[config.mk]
export PLATFORM = sky130hd
export DESIGN_NAME = pipibibs_snd_m68k_if_flat
export DESIGN_NICKNAME = d
export VERILOG_FILES = /design/src/rtl/pipibibs_snd_m68k_if_if.sv /design/src/rtl/pipibibs_snd_m68k_if.sv /design/src/flat_wrapper.sv
export SDC_FILE = /design/constraint.sdc
export NUM_CORES = 1
export LEC_CHECK = 0
export ABC_AREA = 1
export BUFFER_PORTS_ARGS = -buffer_cell sky130_fd_sc_hd__buf_2
export CORE_AREA = 2 2 93 95
export CTS_CLUSTER_SIZE = 14
export DETAILED_ROUTE_END_ITERATION = 12
export DIE_AREA = 0 0 95 97
export PLACE_DENSITY = 0.82
export SLEW_MARGIN = 20
export SYNTH_ARGS = -nofsm -noshare
export SYNTH_HDL_FRONTEND = slang
export SYNTH_SLANG_ARGS = --single-unit
[constraint.sdc]
create_clock -name clk -period 5.4 [get_ports clk]
set_input_delay 0.81 -clock clk [delete_from_list [all_inputs] [get_ports clk]]
set_output_delay 0.81 -clock clk [all_outputs]
set_load 0.01 [all_outputs]
[src/rtl/pipibibs_snd_m68k_if_if.sv]
// Bus bundle between the 68k address decoder, the Z80 sound side and the shared SRAM.
// The slave modport is the initiator block; the master modport is its surroundings.
interface pipibibs_snd_m68k_if_if #(
  parameter int unsigned AW = 11
) ();
  logic          m_latch_cs;
  logic          m_ram_cs;
  logic          m_rw;
  logic [AW-1:0] m_addr;
  logic [7:0]    m_din;
  logic [7:0]    m_dout;
  logic          m_dtack_n;
  logic          z_latch_rd;
  logic [7:0]    soundlatch;
  logic          z80int;
  logic          z_ram_busy;
  logic [AW-1:0] sram_addr;
  logic [7:0]    sram_din;
  logic          sram_we;
  logic [7:0]    sram_data;
  logic [4:0]    fifo_level;
  logic          overflow;

  modport slave (
    input  m_latch_cs, m_ram_cs, m_rw, m_addr, m_din, z_latch_rd, z_ram_busy, sram_data,
    output m_dout, m_dtack_n, soundlatch, z80int, sram_addr, sram_din, sram_we,
           fifo_level, overflow
  );

  modport master (
    output m_latch_cs, m_ram_cs, m_rw, m_addr, m_din, z_latch_rd, z_ram_busy, sram_data,
    input  m_dout, m_dtack_n, soundlatch, z80int, sram_addr, sram_din, sram_we,
           fifo_level, overflow
  );
endinterface

[src/rtl/pipibibs_snd_m68k_if.sv]
// 68k-side initiator into the Z80 sound subsystem: command FIFO driving the sound latch,
// plus an arbitrated access path into the 2 KB shared sound SRAM.
module pipibibs_snd_m68k_if #(
  parameter int unsigned FIFO_DEPTH = 4,
  parameter int unsigned AW         = 11
) (
  input logic                  clk,
  input logic                  rst,
  pipibibs_snd_m68k_if_if.slave bus
);

  localparam int unsigned PW = (FIFO_DEPTH > 1) ? $clog2(FIFO_DEPTH) : 1;
  localparam int unsigned LW = 5;
  localparam logic [LW-1:0] FULL_LVL = LW'(FIFO_DEPTH);

  typedef enum logic [2:0] {
    S_IDLE,
    S_WAIT,
    S_ACCESS,
    S_CAPTURE,
    S_ACK
  } state_t;

  state_t          state_q, state_d;
  logic            latch_cs_q, ram_cs_q, z_rd_q;
  logic [AW-1:0]   addr_q, addr_d;
  logic [7:0]      wdata_q, wdata_d;
  logic            rw_q, rw_d;
  logic [AW-1:0]   sram_addr_q, sram_addr_d;
  logic [7:0]      sram_din_q, sram_din_d;
  logic            sram_we_q, sram_we_d;
  logic [7:0]      m_dout_q, m_dout_d;
  logic            ram_ack_d;
  logic            latch_ack_q, latch_ack_d;
  logic            dtack_n_q;

  logic [7:0]      mem [FIFO_DEPTH];
  logic [PW-1:0]   rd_ptr_q, rd_ptr_d, wr_ptr_q, wr_ptr_d;
  logic [LW-1:0]   level_q, level_d;
  logic [7:0]      soundlatch_q, soundlatch_d;
  logic            z80int_q, overflow_q;
  logic            do_push, do_pop, ovf_set;

  logic latch_edge, push_edge, pop_edge, ram_edge;

  // The latch select has priority; a RAM edge coinciding with it is discarded.
  assign latch_edge = bus.m_latch_cs & ~latch_cs_q;
  assign push_edge  = latch_edge & ~bus.m_rw;
  assign pop_edge   = bus.z_latch_rd & ~z_rd_q;
  assign ram_edge   = bus.m_ram_cs & ~ram_cs_q & ~bus.m_latch_cs;

  // RAM access sequencer and 68k read-data mux.
  always_comb begin
    state_d     = state_q;
    addr_d      = addr_q;
    wdata_d     = wdata_q;
    rw_d        = rw_q;
    sram_addr_d = sram_addr_q;
    sram_din_d  = sram_din_q;
    sram_we_d   = 1'b0;
    m_dout_d    = m_dout_q;
    ram_ack_d   = 1'b0;
    unique case (state_q)
      S_IDLE: begin
        if (ram_edge) begin
          state_d = S_WAIT;
          addr_d  = bus.m_addr;
          wdata_d = bus.m_din;
          rw_d    = bus.m_rw;
        end
      end
      S_WAIT: begin
        if (!bus.z_ram_busy) begin
          sram_addr_d = addr_q;
          if (!rw_q) begin
            sram_we_d  = 1'b1;
            sram_din_d = wdata_q;
          end
          state_d = S_ACCESS;
        end
      end
      S_ACCESS: begin
        if (rw_q) begin
          state_d = S_CAPTURE;
        end else begin
          state_d   = bus.m_ram_cs ? S_ACK : S_IDLE;
          ram_ack_d = bus.m_ram_cs;
        end
      end
      S_CAPTURE: begin
        m_dout_d  = bus.sram_data;
        state_d   = bus.m_ram_cs ? S_ACK : S_IDLE;
        ram_ack_d = bus.m_ram_cs;
      end
      S_ACK: begin
        if (bus.m_ram_cs) ram_ack_d = 1'b1;
        else              state_d   = S_IDLE;
      end
      default: state_d = S_IDLE;
    endcase
    if (latch_edge && bus.m_rw) m_dout_d = {7'b0, z80int_q};
  end

  // Latch-register acknowledge: held from the edge until the select is released.
  always_comb begin
    latch_ack_d = latch_ack_q;
    if (latch_edge)           latch_ack_d = 1'b1;
    else if (!bus.m_latch_cs) latch_ack_d = 1'b0;
  end

  // Command FIFO bookkeeping; a pop frees the slot a same-cycle push needs.
  always_comb begin
    do_pop   = pop_edge && (level_q != '0);
    do_push  = push_edge && ((level_q != FULL_LVL) || do_pop);
    ovf_set  = push_edge && (level_q == FULL_LVL) && !do_pop;
    rd_ptr_d = do_pop  ? rd_ptr_q + PW'(1) : rd_ptr_q;
    wr_ptr_d = do_push ? wr_ptr_q + PW'(1) : wr_ptr_q;
    level_d  = level_q;
    if (do_push && !do_pop)      level_d = level_q + LW'(1);
    else if (!do_push && do_pop) level_d = level_q - LW'(1);
    soundlatch_d = soundlatch_q;
    if (level_d != '0) begin
      soundlatch_d = (do_push && (wr_ptr_q == rd_ptr_d)) ? bus.m_din : mem[rd_ptr_d];
    end
  end

  always_ff @(posedge clk) begin
    if (do_push) mem[wr_ptr_q] <= bus.m_din;
  end

  always_ff @(posedge clk or posedge rst) begin
    if (rst) begin
      state_q      <= S_IDLE;
      latch_cs_q   <= 1'b0;
      ram_cs_q     <= 1'b0;
      z_rd_q       <= 1'b0;
      addr_q       <= '0;
      wdata_q      <= '0;
      rw_q         <= 1'b0;
      sram_addr_q  <= '0;
      sram_din_q   <= '0;
      sram_we_q    <= 1'b0;
      m_dout_q     <= '0;
      latch_ack_q  <= 1'b0;
      dtack_n_q    <= 1'b1;
      rd_ptr_q     <= '0;
      wr_ptr_q     <= '0;
      level_q      <= '0;
      soundlatch_q <= '0;
      z80int_q     <= 1'b0;
      overflow_q   <= 1'b0;
    end else begin
      state_q      <= state_d;
      latch_cs_q   <= bus.m_latch_cs;
      ram_cs_q     <= bus.m_ram_cs;
      z_rd_q       <= bus.z_latch_rd;
      addr_q       <= addr_d;
      wdata_q      <= wdata_d;
      rw_q         <= rw_d;
      sram_addr_q  <= sram_addr_d;
      sram_din_q   <= sram_din_d;
      sram_we_q    <= sram_we_d;
      m_dout_q     <= m_dout_d;
      latch_ack_q  <= latch_ack_d;
      dtack_n_q    <= ~(latch_ack_d | ram_ack_d);
      rd_ptr_q     <= rd_ptr_d;
      wr_ptr_q     <= wr_ptr_d;
      level_q      <= level_d;
      soundlatch_q <= soundlatch_d;
      z80int_q     <= (level_d != '0);
      overflow_q   <= overflow_q | ovf_set;
    end
  end

  assign bus.m_dout     = m_dout_q;
  assign bus.m_dtack_n  = dtack_n_q;
  assign bus.soundlatch = soundlatch_q;
  assign bus.z80int     = z80int_q;
  assign bus.sram_addr  = sram_addr_q;
  assign bus.sram_din   = sram_din_q;
  assign bus.sram_we    = sram_we_q;
  assign bus.fifo_level = level_q;
  assign bus.overflow   = overflow_q;

endmodule
[src/flat_wrapper.sv]
// flat-port wrapper written by rule: the top's interface ports become plain ports
module pipibibs_snd_m68k_if_flat 
#(
  parameter int unsigned FIFO_DEPTH = 4,
  parameter int unsigned AW         = 11
)
  (clk, rst, bus_m_latch_cs, bus_m_ram_cs, bus_m_rw, bus_m_addr, bus_m_din, bus_z_latch_rd, bus_z_ram_busy, bus_sram_data, bus_m_dout, bus_m_dtack_n, bus_soundlatch, bus_z80int, bus_sram_addr, bus_sram_din, bus_sram_we, bus_fifo_level, bus_overflow);
  pipibibs_snd_m68k_if_if #(.AW(AW)) bus_i ();
  input logic clk;
  input logic rst;
  input wire logic [$bits(bus_i.m_latch_cs)-1:0] bus_m_latch_cs;
  input wire logic [$bits(bus_i.m_ram_cs)-1:0] bus_m_ram_cs;
  input wire logic [$bits(bus_i.m_rw)-1:0] bus_m_rw;
  input wire logic [$bits(bus_i.m_addr)-1:0] bus_m_addr;
  input wire logic [$bits(bus_i.m_din)-1:0] bus_m_din;
  input wire logic [$bits(bus_i.z_latch_rd)-1:0] bus_z_latch_rd;
  input wire logic [$bits(bus_i.z_ram_busy)-1:0] bus_z_ram_busy;
  input wire logic [$bits(bus_i.sram_data)-1:0] bus_sram_data;
  output wire logic [$bits(bus_i.m_dout)-1:0] bus_m_dout;
  output wire logic [$bits(bus_i.m_dtack_n)-1:0] bus_m_dtack_n;
  output wire logic [$bits(bus_i.soundlatch)-1:0] bus_soundlatch;
  output wire logic [$bits(bus_i.z80int)-1:0] bus_z80int;
  output wire logic [$bits(bus_i.sram_addr)-1:0] bus_sram_addr;
  output wire logic [$bits(bus_i.sram_din)-1:0] bus_sram_din;
  output wire logic [$bits(bus_i.sram_we)-1:0] bus_sram_we;
  output wire logic [$bits(bus_i.fifo_level)-1:0] bus_fifo_level;
  output wire logic [$bits(bus_i.overflow)-1:0] bus_overflow;
  assign bus_i.m_latch_cs = bus_m_latch_cs;
  assign bus_i.m_ram_cs = bus_m_ram_cs;
  assign bus_i.m_rw = bus_m_rw;
  assign bus_i.m_addr = bus_m_addr;
  assign bus_i.m_din = bus_m_din;
  assign bus_i.z_latch_rd = bus_z_latch_rd;
  assign bus_i.z_ram_busy = bus_z_ram_busy;
  assign bus_i.sram_data = bus_sram_data;
  assign bus_m_dout = bus_i.m_dout;
  assign bus_m_dtack_n = bus_i.m_dtack_n;
  assign bus_soundlatch = bus_i.soundlatch;
  assign bus_z80int = bus_i.z80int;
  assign bus_sram_addr = bus_i.sram_addr;
  assign bus_sram_din = bus_i.sram_din;
  assign bus_sram_we = bus_i.sram_we;
  assign bus_fifo_level = bus_i.fifo_level;
  assign bus_overflow = bus_i.overflow;
  pipibibs_snd_m68k_if #(.FIFO_DEPTH(FIFO_DEPTH), .AW(AW)) u_core (.clk(clk), .rst(rst), .bus(bus_i));
endmodule
==> impl_metrics.env <==
export IMPL_power_frac_seq_pct=44.9
export IMPL_pin_count=78
export IMPL_synth_commonest_cells="nand2_1, dfrtp_1, inv_1"
export IMPL_setup_slack_ns=3.10
export IMPL_wl_per_cell_um=14.1
export IMPL_cts_sinks=107
export IMPL_drive_above_1_share_pct=21.6
export IMPL_routed_wl_mm=9.90
export IMPL_setup_tns_ns=0
export IMPL_yosys_warnings=0
export IMPL_drt_pass1_iterations=5
export IMPL_cts_resized_gates=0
export IMPL_crit_slowest_cell="dfrtp_1"
export IMPL_worstMarginPinSlew_ns=0.908
export IMPL_syn2layout_area_growth_pct=13.6
export IMPL_htree_levels=3
export IMPL_min_delay_start="u_core.bus.m_dout[1]"
export IMPL_slew_headroom_pct=39.5
export IMPL_post_cts_buffers=0
export IMPL_drtIter0Drc=287
export IMPL_synth_top_family_by_area="simple AND/OR/NAND/NOR gates"
export IMPL_via_per_inst=5.34
export IMPL_initial_utilization_pct=60.1
export IMPL_synth_ff_type="dfrtp_1"
export IMPL_dp_slack_ns=2.92
export IMPL_numCtsBuffers=9
export IMPL_crit_path_max_fanout=18
export IMPL_timing_rr_end="u_core.bus.soundlatch[5]"
export IMPL_synth_edff_count=32
export IMPL_synth_area_um2=4890
export IMPL_sw_frac_of_total_pct=39.4
export IMPL_finalInstanceArea_um2=5550
export IMPL_cts_tree="built"
export IMPL_stdcell_count=702
export IMPL_worstSkewPairLatency_ns=0.37
export IMPL_port_buffers=77
export IMPL_total_power_mw=2.76
export IMPL_cp_start_kind="register"
export IMPL_r2r_worst_path_cells=15
export IMPL_yosysMostFrequentCell="nand2_1"
export IMPL_dp_cells=686
export IMPL_p_comb_share_pct=37.0
export IMPL_yosys_area_top_type="dfrtp_1"
export IMPL_synth_xor_area_share_pct=0.717
export IMPL_die_width_um=95
export IMPL_synth_nets=556
export IMPL_fmax_ghz=0.435
export IMPL_synth_simple_area_share_pct=27.3
export IMPL_min_period_ns=2.30
export IMPL_yosysUniqueCellTypes=32
export IMPL_maxCapViolations=0
export IMPL_postCtsHoldBufs=0
export IMPL_setup_viol=0
export IMPL_syn_area_per_cell_um2=9.49
export IMPL_fin_util_pct=68.3
export IMPL_p_sw_mw=1.09
export IMPL_cts_buffer_depth=2
export IMPL_min_path_type="reg2reg"
export IMPL_muxShareOfSynthArea_pct=0
export IMPL_report_final_slew_viol_count=0
export IMPL_grt_util_all_layers_pct=23.3
export IMPL_critPathMaxStageDelay_ns=0.44
export IMPL_ys_seq_area_share_pct=58.1
export IMPL_end_kind="register"
export IMPL_postRouteAntennaNets=0
export IMPL_clk_pin_slew_ns=0.10
export IMPL_hold_depth=2
export IMPL_grt_pass1_wl_mm=16.8
export IMPL_hold_violations=0
export IMPL_crit_buf_inv=2
export IMPL_route_detailed_drc=0
export IMPL_dpl_hpwl_mm=6.98
export IMPL_critical_path_top_delay_family="simple AND/OR/NAND/NOR gates"
export IMPL_synth_seq_cells=107
export IMPL_grt_pass1_vias=3663
export IMPL_via_count=3746
export IMPL_pwr_share_clk_pct=18.1
export IMPL_dieArea_um2=9220
export IMPL_power_leakage_nw=2.83
export IMPL_synth_area_top_cells="dfrtp_1, edfxtp_1, nand2_1"
export IMPL_reg2reg_from="u_core.bus.fifo_level[0]"
export IMPL_worstPathArrival_ns=2.57
export IMPL_status="complete, no violations"
export IMPL_synth_fa_ha_area_share_pct=1.79
export IMPL_p_int_mw=1.68
export IMPL_whs_ns=0.474
export IMPL_power_density_nw_per_um2=498
export IMPL_min_period_over_period_pct=42.6
export IMPL_die_h_um=97
export IMPL_grt_max_degree=76
export IMPL_grt_overflow=0
export IMPL_diodes=0
export IMPL_core_um2=8130
export IMPL_ir_drop_mv=0.285
export IMPL_finalNetCount=633
export IMPL_rsz0062_at_grt="false"
export IMPL_synth_top_area_share_pct=37.9
export IMPL_path_class="reg2reg"
export IMPL_synth_compound_area_share_pct=4.89
export IMPL_antenna_found_initial=0
export IMPL_cts_root_buffer="clkbuf_8"
export IMPL_holdPathEnd="u_core.bus.m_dout[1]"
export IMPL_routabilityCongestion=0.883
export IMPL_rrSetupSlack_ns=3.10
export IMPL_synthCells=515
export IMPL_async_reset_ff_share_pct=70.1
export IMPL_path_cells="inv_1 -> ha_1 -> inv_2 -> nor2_4 -> nand2_4 -> nand2_8 -> nand2_4 -> nand2_4 -> nand2_2 -> nand2_4 -> nand3_4 -> nand2_1 -> nand2_1 -> nand2_1 -> nand2_1"
export IMPL_cp_required_ns=5.67
export IMPL_finalClockSkew_ns=0.00879
export IMPL_num_rows=33
export IMPL_placed_cell_area_um2=5350
tightest hold or removal path: cells and delay by family (launching register included):
family / cells / cell delay, ns
DFF: 1 / 0.35
and+or+nand+nor: 2 / 0.10
layer usage:
layer	share of wire (%)	global-route usage, %	up-vias
met3	5.9	4.44	26
met1	44	32.1	1760
met5	0	0	-
met4	2.7	11.3	0
met2	47	35.6	129
li1	-	-	1831
layout make-up:
| cell class | count | area [um^2] |
|---|---|---|
| inverter | 77 | 289 |
| clock inverter | 6 | 72.6 |
| multi-input combinational | 319 | 1700 |
| timing repair buffer | 78 | 393 |
| tap | 105 | 131 |
| sequential | 107 | 2840 |
| fill | 620 | 2580 |
| clock buffer | 10 | 131 |
how the worst max path moves through the flow:
stage | startpoint | to | slack, ns | cells after the start
after floorplan | rst | u_core.addr_q[0] | 2.68 | 1
after global placement | bus_m_latch_cs | u_core.wdata_q[2] | 2.91 | 5
after detailed placement | bus_z_latch_rd | u_core.bus.soundlatch[4] | 2.92 | 12
after CTS | u_core.bus.fifo_level[0] | u_core.bus.soundlatch[5] | 3.11 | 14
after global routing | u_core.bus.fifo_level[0] | u_core.bus.soundlatch[7] | 2.87 | 15
final | u_core.bus.fifo_level[0] | u_core.bus.soundlatch[5] | 3.10 | 15
placed cells by master, fill, tap and decap left out, types with 2 or more instances in the layout:
| cell type | synthesis | routed |
|---|---|---|
| edfxtp_1 | 32 | 32 |
| inv_1 | 72 | 71 |
| dfrtp_1 | 74 | 74 |
| o21ai_0 | 23 | 23 |
| buf_2 | 4 | 77 |
| nor2_8 | 3 | 3 |
| nor2_1 | 37 | 37 |
| nand3_4 | 3 | 3 |
| nand4_1 | 22 | 22 |
| ha_1 | 7 | 7 |
| nand2_2 | 11 | 12 |
| nand2_4 | 4 | 4 |
| nand3_1 | 49 | 49 |
| inv_2 | 5 | 6 |
| nand3b_1 | 8 | 8 |
| clkbuf_8 | 0 | 9 |
| nor3_1 | 4 | 4 |
| xor2_1 | 3 | 3 |
| inv_6 | 0 | 2 |
| nand2_1 | 114 | 113 |
| nor2_4 | 2 | 2 |
| a21oi_1 | 20 | 20 |
sequential cells by signal, indices dropped and copies added, names as in the netlist:
name                   flops
u_core.addr_q             11
u_core.bus.fifo_level      5
u_core.bus.m_dout          8
u_core.bus.m_dtack_n       1
u_core.bus.overflow        1
u_core.bus.soundlatch      8
u_core.bus.sram_addr      11
u_core.bus.sram_din        8
u_core.bus.sram_we         1
u_core.bus.z80int          1
u_core.latch_ack_q         1
u_core.latch_cs_q          1
u_core.mem                32
u_core.ram_cs_q            1
u_core.rd_ptr_q            2
u_core.rw_q                1
u_core.state_q             3
u_core.wdata_q             8
u_core.wr_ptr_q            2
u_core.z_rd_q              1
cell families (layout without fill, tap and decap cells):
family,Yosys count,after routing
DFF,107,107
xor gates and xnor gates,4,4
and+or+nand+nor,262,262
AOI/OAI and AO/OA,46,46
buffers and inverters,89,171
adders and majority gates,7,7
power by group through the flow:
stage          Clock [mW]  Combinational (mW)  Sequential (mW)
2_1_floorplan           0               0.654             1.29
3_3_place_gp            0               0.978             1.25
3_5_place_dp            0                1.02             1.26
4_1_cts             0.514                1.03             1.24
5_1_grt             0.543                1.16             1.27
6_report            0.501                1.02             1.24
Note: power is estimated with default switching activity, not from simulation.
